===== src/rtl/my_shift_arbiter_pkg.sv =====
// Shared constants, op/state encodings and bit-reversal helper for the shift arbiter.
package my_shift_arbiter_pkg;

    localparam int WIDTH   = 32;
    localparam int SHAMT_W = 5;

    // Op encodings; 2'b11 is treated as a left shift.
    localparam logic [1:0] OP_SLL = 2'b00;
    localparam logic [1:0] OP_SRL = 2'b01;
    localparam logic [1:0] OP_SRA = 2'b10;

    typedef enum logic [1:0] {
        IDLE  = 2'b00,
        SHIFT = 2'b01,
        RESP  = 2'b10
    } state_t;

    // Mirror a word end-for-end so a left shift acts as a right shift.
    function automatic logic [WIDTH-1:0] bit_rev(input logic [WIDTH-1:0] x);
        logic [WIDTH-1:0] y;
        for (int i = 0; i < WIDTH; i++) begin
            y[i] = x[WIDTH-1-i];
        end
        return y;
    endfunction

endpackage


===== src/rtl/my_shift_arbiter_shifter.sv =====
// Five-stage logarithmic left shifter with zero fill.
module my_32bit_barrelLeftShifter
    import my_shift_arbiter_pkg::*;
(
    input  logic [WIDTH-1:0]   data_input,
    input  logic [SHAMT_W-1:0] control_bits,
    output logic [WIDTH-1:0]   data_output
);

    logic [WIDTH-1:0] w_stage [0:SHAMT_W];

    assign w_stage[0] = data_input;

    // Stage k shifts by 2**k when control bit k is set.
    for (genvar gi = 0; gi < SHAMT_W; gi++) begin : g_stage
        assign w_stage[gi+1] = control_bits[gi] ? (w_stage[gi] << (1 << gi)) : w_stage[gi];
    end

    assign data_output = w_stage[SHAMT_W];

endmodule


===== src/rtl/my_shift_arbiter.sv =====
// Round-robin arbiter sharing one left barrel shifter between two requesters.
//
// Handshake: a transfer happens on a rising clock edge where valid and ready
// are both high on the same bit. Requesters hold req_valid and operands until
// their req_ready bit is seen; req_ready is only raised in IDLE. On the response
// side resp_valid[owner] and resp_data stay stable until resp_ready[owner] is
// high; resp_ready on the other bit has no effect.
module my_shift_arbiter
    import my_shift_arbiter_pkg::*;
(
    input  logic               clock,
    input  logic               reset_n,
    input  logic [1:0]         req_valid,
    output logic [1:0]         req_ready,
    input  logic [WIDTH-1:0]   req_data0,
    input  logic [SHAMT_W-1:0] req_shamt0,
    input  logic [1:0]         req_op0,
    input  logic [WIDTH-1:0]   req_data1,
    input  logic [SHAMT_W-1:0] req_shamt1,
    input  logic [1:0]         req_op1,
    output logic [1:0]         resp_valid,
    input  logic [1:0]         resp_ready,
    output logic [WIDTH-1:0]   resp_data,
    output logic               busy,
    output logic [1:0]         dbg_state
);

    state_t             r_state;
    state_t             w_next_state;
    logic               r_rr_ptr;
    logic               r_owner;
    logic [WIDTH-1:0]   r_data;
    logic [SHAMT_W-1:0] r_shamt;
    logic [1:0]         r_op;
    logic [WIDTH-1:0]   r_result;

    logic               w_accept;
    logic               w_grant;
    logic               w_right;
    logic               w_invert;
    logic [WIDTH-1:0]   w_pre;
    logic [WIDTH-1:0]   w_shifted;
    logic [WIDTH-1:0]   w_post;

    // State register.
    always_ff @(posedge clock or negedge reset_n) begin
        if (!reset_n) begin
            r_state <= IDLE;
        end else begin
            r_state <= w_next_state;
        end
    end

    // Next state, grant selection and handshake outputs.
    always_comb begin
        w_next_state = r_state;
        w_accept     = 1'b0;
        w_grant      = 1'b0;
        req_ready    = 2'b00;
        resp_valid   = 2'b00;
        case (r_state)
            IDLE: begin
                if (req_valid != 2'b00) begin
                    w_accept     = 1'b1;
                    w_grant      = (req_valid == 2'b11) ? r_rr_ptr : req_valid[1];
                    req_ready    = w_grant ? 2'b10 : 2'b01;
                    w_next_state = SHIFT;
                end
            end
            SHIFT: begin
                w_next_state = RESP;
            end
            RESP: begin
                resp_valid = r_owner ? 2'b10 : 2'b01;
                if (resp_ready[r_owner]) begin
                    w_next_state = IDLE;
                end
            end
            default: begin
                w_next_state = IDLE;
            end
        endcase
    end

    // Capture the granted operation and flip round-robin priority to the other requester.
    always_ff @(posedge clock or negedge reset_n) begin
        if (!reset_n) begin
            r_rr_ptr <= 1'b0;
            r_owner  <= 1'b0;
            r_data   <= '0;
            r_shamt  <= '0;
            r_op     <= OP_SLL;
        end else if (w_accept) begin
            r_rr_ptr <= ~w_grant;
            r_owner  <= w_grant;
            r_data   <= w_grant ? req_data1  : req_data0;
            r_shamt  <= w_grant ? req_shamt1 : req_shamt0;
            r_op     <= w_grant ? req_op1    : req_op0;
        end
    end

    // Right shifts run through the left shifter on a mirrored word; SRA of a
    // negative value also inverts around the shift so the vacated bits fill with ones.
    assign w_right  = (r_op == OP_SRL) || (r_op == OP_SRA);
    assign w_invert = (r_op == OP_SRA) && r_data[WIDTH-1];
    assign w_pre    = w_right ? bit_rev(w_invert ? ~r_data : r_data) : r_data;
    assign w_post   = w_right ? (w_invert ? ~bit_rev(w_shifted) : bit_rev(w_shifted))
                              : w_shifted;

    my_32bit_barrelLeftShifter u_shifter (
        .data_input   (w_pre),
        .control_bits (r_shamt),
        .data_output  (w_shifted)
    );

    // Register the shifter output once per operation; it is held through RESP and afterwards.
    always_ff @(posedge clock or negedge reset_n) begin
        if (!reset_n) begin
            r_result <= '0;
        end else if (r_state == SHIFT) begin
            r_result <= w_post;
        end
    end

    assign resp_data = r_result;
    assign busy      = (r_state != IDLE);
    assign dbg_state = r_state;

endmodule


===== config.mk =====
export PLATFORM = sky130hd
export DESIGN_NAME = my_shift_arbiter
export DESIGN_NICKNAME = d
export VERILOG_FILES = /design/src/rtl/my_shift_arbiter_pkg.sv /design/src/rtl/my_shift_arbiter_shifter.sv /design/src/rtl/my_shift_arbiter.sv
export SDC_FILE = /design/constraint.sdc
export NUM_CORES = 1
export LEC_CHECK = 0
export ABC_AREA = 1
export BUFFER_PORTS_ARGS = -buffer_cell sky130_fd_sc_hd__buf_2
export CAP_MARGIN = 10
export CORE_ASPECT_RATIO = 0.6
export CORE_MARGIN = 8
export CORE_UTILIZATION = 29
export DETAILED_ROUTE_END_ITERATION = 12
export GPL_TIMING_DRIVEN = 0
export HOLD_SLACK_MARGIN = 0.03
export PLACE_DENSITY_LB_ADDON = 0.25
export SYNTH_ARGS = -nofsm -noshare
export SYNTH_HDL_FRONTEND = slang
export SYNTH_HIERARCHICAL = 1
export SYNTH_SLANG_ARGS = --single-unit

===== constraint.sdc =====
create_clock -name clock -period 4.1 [get_ports clock]
set_clock_uncertainty 0.05 [all_clocks]
set_input_delay 0.205 -clock clock [delete_from_list [all_inputs] [get_ports clock]]
set_output_delay 0.205 -clock clock [all_outputs]
set_load 0.02 [all_outputs]

Word-level counts from Yosys, hierarchy flattened
Cells that the tools add are included.
{"block": "classes", "magnitude_cmp": 1, "n_eq_ne": 7, "muxes": 27, "bitwise": 3, "reduce_logical": 6}
{"operator": "$mux W32", "n": 10}
{"operator": "$not A32 Y32", "n": 2}
{"operator": "$mux W2", "n": 8}
{"operator": "$mux W1", "n": 7}
{"operator": "$eq A2 B2 Y1 const B", "n": 3}
{"operator": "$pmux W2 S3", "n": 1}
{"operator": "$mux W5", "n": 1}
{"operator": "$eq A2 B1 Y1 const B", "n": 2}
{"operator": "$ne A2 B2 Y1 const B", "n": 2}
{"operator": "$reduce_bool A2 Y1", "n": 2}
{"operator": "$logic_not A2 Y1", "n": 1}
{"operator": "$lt A1 B2 Y1 const B", "n": 1}
{"operator": "$reduce_and A2 Y1", "n": 1}
{"operator": "$logic_and A1 B1 Y1", "n": 1}
{"operator": "$logic_or A1 B1 Y1", "n": 1}
{"operator": "$not A1 Y1", "n": 1}
{"block": "totals", "reg_bits": 75, "in_bits": 84, "output_inout_bits": 39, "elab_cells": 51}

Logic depth before layout (Yosys ltp)
{"block": "logic_depth", "ltp_word": 12, "mapped_depth": 18, "depth_no_buf": 17}

Modules after synthesis
The synthesis kept the hierarchy.
{"module": "my_shift_arbiter", "n_inst": 1, "cells_per_inst": 688, "area_per_inst_um2": 4738.3, "seq_area_each_um2": 1876.8}
{"module": "my_32bit_barrelLeftShifter", "n_inst": 1, "cells_per_inst": 354, "area_per_inst_um2": 1595.3, "seq_area_each_um2": 0.0}

Worst setup path before layout
Ideal clock, no wire load.
{"block": "synth_path", "kind": "register to register", "start": "register r_op[1]", "end": "register r_result[17], in the netlist resp_data[17]", "setup_time_ns": 0.077, "arrival_ns": 2.166, "required_time_ns": 3.973, "path_slack_ns": 1.806, "stages_incl_launch_ff": 16, "n_path_buf": 2, "period_less_slack_ns": 2.294, "cell_sequence": "dfrtp_1 -> ha_1 -> buf_2 -> clkbuf_1 -> nand2_1 -> o21ai_0 -> nand2_1 -> nand3_1 -> nand3_1 -> nand3_1 -> nand2_1 -> nor2_1 -> inv_1 -> nand2_1 -> nand3_1 -> a21oi_1"}
{"block": "synth_between", "elab_chain_len": 12, "word_cells_on_any_way": 14, "cone_classes": "eq/ne: 2; mux: 9; bitwise: 1; reduce/logical: 2"}
{"item": "start: declaration", "line_no": "my_shift_arbiter.sv:34", "source": "logic [1:0] r_op;"}
{"item": "start signal: assignment", "line_no": "my_shift_arbiter.sv:98", "source": "r_op <= w_grant ? req_op1 : req_op0;"}
{"item": "$eq A2 B2 Y1", "line_no": "my_shift_arbiter.sv:104, my_shift_arbiter.sv:105"}
{"item": "$logic_and A1 B1 Y1", "line_no": "my_shift_arbiter.sv:105", "source": "assign w_invert = (r_op == OP_SRA) && r_data[WIDTH-1];"}
{"item": "$mux W32", "line_no": "my_shift_arbiter.sv:106", "source": "assign w_pre = w_right ? bit_rev(w_invert ? ~r_data : r_data) : r_data;"}
{"item": "$mux W32 (*)", "line_no": "my_shift_arbiter.sv:106"}
{"item": "net w_pre[11]", "line_no": "my_shift_arbiter.sv:41", "source": "logic [WIDTH-1:0] w_pre;"}
{"item": "$mux W32 (*) (5 in a row)", "line_no": "my_shift_arbiter_shifter.sv:16", "source": "assign w_stage[gi+1] = control_bits[gi] ? (w_stage[gi] << (1 << gi)) : w_stage[gi];"}
{"item": "net w_shifted[14]", "line_no": "my_shift_arbiter.sv:42", "source": "logic [WIDTH-1:0] w_shifted;"}
{"item": "$not A32 Y32", "line_no": "my_shift_arbiter.sv:107", "source": "assign w_post = w_right ? (w_invert ? ~bit_rev(w_shifted) : bit_rev(w_shifted))"}
{"item": "$mux W32 (*) (2 in a row)", "line_no": "my_shift_arbiter.sv:107"}
{"item": "end signal: assignment", "line_no": "my_shift_arbiter.sv:121", "source": "r_result <= w_post;"}
{"item": "end: declaration", "line_no": "my_shift_arbiter.sv:35", "source": "logic [WIDTH-1:0] r_result;"}
Mark *: on every way through the listed nets, which the timed path passes. The rest lies on a longest branch.
A chain may end at the register's enable or synchronous reset.

Final worst setup path
{"block": "layout_path", "start": "register r_op[0]", "end": "register r_result[28], in the netlist resp_data[28]"}
Same word-level chain as after synthesis.

==> impl_results.md <==
- Fin. max-slew vios: 0
- GPL Wtd Cong: roughly 1
- Critical path type: reg2reg
- Core area: 21800 um2
- Worst Hold Class: in2reg
- DR DRC count: 0
- Final ANT Viol Nets: 0
- Final nets: 1281
- Net count after synthesis: 1127
- Arrival @ worst endpoint: 3.60 ns
- Via density: 5.15
- Drt first-iter violations: 861
- Initial antenna violation count: 0
- Mapped Avg Cell Area: approximately 6.1 um2
- Mapped Area: around 6300 um2
- Clk slew on worst S/H paths: 0.07 ns
- Unrepaired setup endpoints after global routing: no
- Synthesis-to-finish area growth: 23.3%
- Peak Freq: between 0.2 and 0.3 GHz
- Die ar.: between 20000 and 30000 um2
- Hold-fix buffers, CTS: 20
- Post-cts resize count: 0
- Crit-path max FO: 10
- Initial Utilization: 29.1%
- Drt wl/cell: ~17 um
- Num Clock Sinks: 75
- Flops & latches, synth: 75
- Diode count: 0
- Die width: 207 um
- Yosys cell types: 25
- Total gr overflow: 0
- Rows: 42
- Final min period: 3.36 ns
- Final setup violation count: 0
- GRT Resource Usage Total: roughly a fifth
- Pin count of the biggest net entering global routing: 51
- Global route hottest layer: met1
- Critical Path Sink Type: flip-flop
- DRT Wirelength: 25.9 mm
- Worst slew pin tran: 0.593 ns
- Chip height: 130 um
- GR met2 Demand/Resource: roughly 25%
- Setup TNS: 0 ns
- Reg2reg setup slack: 0.74 ns
- Post-CTS Setup Inserts: 0
- Port Buffers: 122
- Met3 usage in global routing: 6.65%
- Vias: 7657
- Syn. warnings: 6
- Hpwl dp: 21.1 mm
- Cell count after synthesis: 1042
- CTS buffer count: 9
- Post-synthesis sequential area ratio: 29.6%
- First-pass GRT wire length: 41.3 mm
- Required time worst endpoint: 4.33 ns
- CP Launch Type: flip-flop
- Area of the multi-input gates: 3820 um2
- CTS tree: done
- Fin. Hold Viols: 0
- Drt pass-1 iters: 5
- IO Pins: roughly 120
- Root buf cell: clkbuf_16
- Layout cell share with drive strength beyond 1: ~16%
- Clk_lat worst skew: between 0.3 and 0.4 ns
- Outcome: completed
- Vias in the first global route: approximately 7300
- H-Tree Depth: 3
- Clock Path Buffers: 2
- Period Utilization, post-route: 82.0%
- Reg area: 1880 um2
- Rel. slew slack: 60.1%
- M1 GR Usage: 30.9%
- Max_cap viols: 0
- Number of fill cells: 2491
state kept, by name, indices dropped and copies added (netlist names):
name       flops
r_rr_ptr       1
r_data        32
r_op           2
r_owner        1
dbg_state      2
r_shamt        5
resp_data     32
cell usage in the layout (no fill, tap or decap), types with 3 or more instances in the layout:
cell type,n
a21oi_1,101
buf_1,6
buf_2,155
buf_4,8
clkbuf_1,27
clkbuf_16,9
clkinv_4,3
dfrtp_1,75
dlygate4sd3_1,20
inv_1,67
inv_2,5
nand2_1,344
nand2_2,4
nand3_1,271
nor2_1,20
nor2_4,3
nor3_1,4
o21ai_0,32
xor2_1,31
synth_stat cells (all sizes together):
library cell / instances / share of area, %
clkinv: 1 / 0.059
nand2: 350 / 21
a21oi: 101 / 8.0
buf: 49 / 4.2
a22o: 1 / 0.14
xor2: 31 / 4.3
inv: 72 / 4.3
clkbuf: 26 / 1.5
o21ai: 32 / 2.5
nor2: 23 / 1.7
nor3: 4 / 0.32
nand4: 2 / 0.20
or2: 1 / 0.099
dfrtp: 75 / 30
and3: 1 / 0.099
nand3: 272 / 22
ha: 1 / 0.20
path summary, 6_finish.rpt:
check	start	depth (start not counted)	to
worst min-delay path	req_data0[24]	3	r_data[24]
min in group asynchronous	reset_n	2	r_data[22]
worst max-delay path	r_op[0]	14	resp_data[28]
worst min register to register	r_op[1]	2	r_op[1]
worst max register to register	r_op[0]	14	resp_data[28]
max in group asynchronous	reset_n	3	r_shamt[3]
logic make-up after synthesis:
logic type      after synthesis  share of synthesized area, %
simple gates                653                          45.1
buf+inv                     148                          10.1
compound gates              134                          10.6
flops                        75                          29.6
xor+xnor                     31                          4.29
fa+ha+maj                     1                         0.198
critical path, cell delays in order, from the launching register on:
cell	delay (ns)
dfrtp_1	0.35
inv_1	0.06
ha_1	0.49
buf_2	0.37
buf_2	0.30
nand2_1	0.08
o21ai_0	0.14
nand2_1	0.12
nand3_1	0.13
nand3_1	0.25
nor3_1	0.55
inv_1	0.09
nand2_1	0.08
nand3_1	0.08
a21oi_1	0.15
area by class of cell:
type                            count  share of cell area, %
Sequential cell                    75                   24.0
Tap cell                          286                   4.58
Timing Repair Buffer              143                   10.8
Inverter                           73                   3.51
Buffer                             75                   4.68
Clock buffer                       10                   2.93
Clock inverter                      6                  0.625
Multi-Input combinational cell    819                   48.9
per-layer routing:
metal	vias to the layer above	part of all wire (%)
met5	-	0
met4	0	0.99
met3	19	11
met2	329	35
met1	3570	53
li1	3739	-
metrics by stage:
step                instance area, um2  setup WS [ns]  hold slack, ns  util, %  cells
global route                      7810          0.511          0.0395     35.9   1487
global placement                  7300          0.924           0.371     33.6   1450
finish                            7810          0.736          0.0415     35.9   1487
CTS                               7810          0.864          0.0318     35.9   1487
detailed placement                7330          0.903           0.102     33.7   1451
floorplan                         6330           1.81          -0.141        -   1042
Power is not shown: default switching activity piles up to over one toggle a cycle in this logic, so the estimate is an artifact.
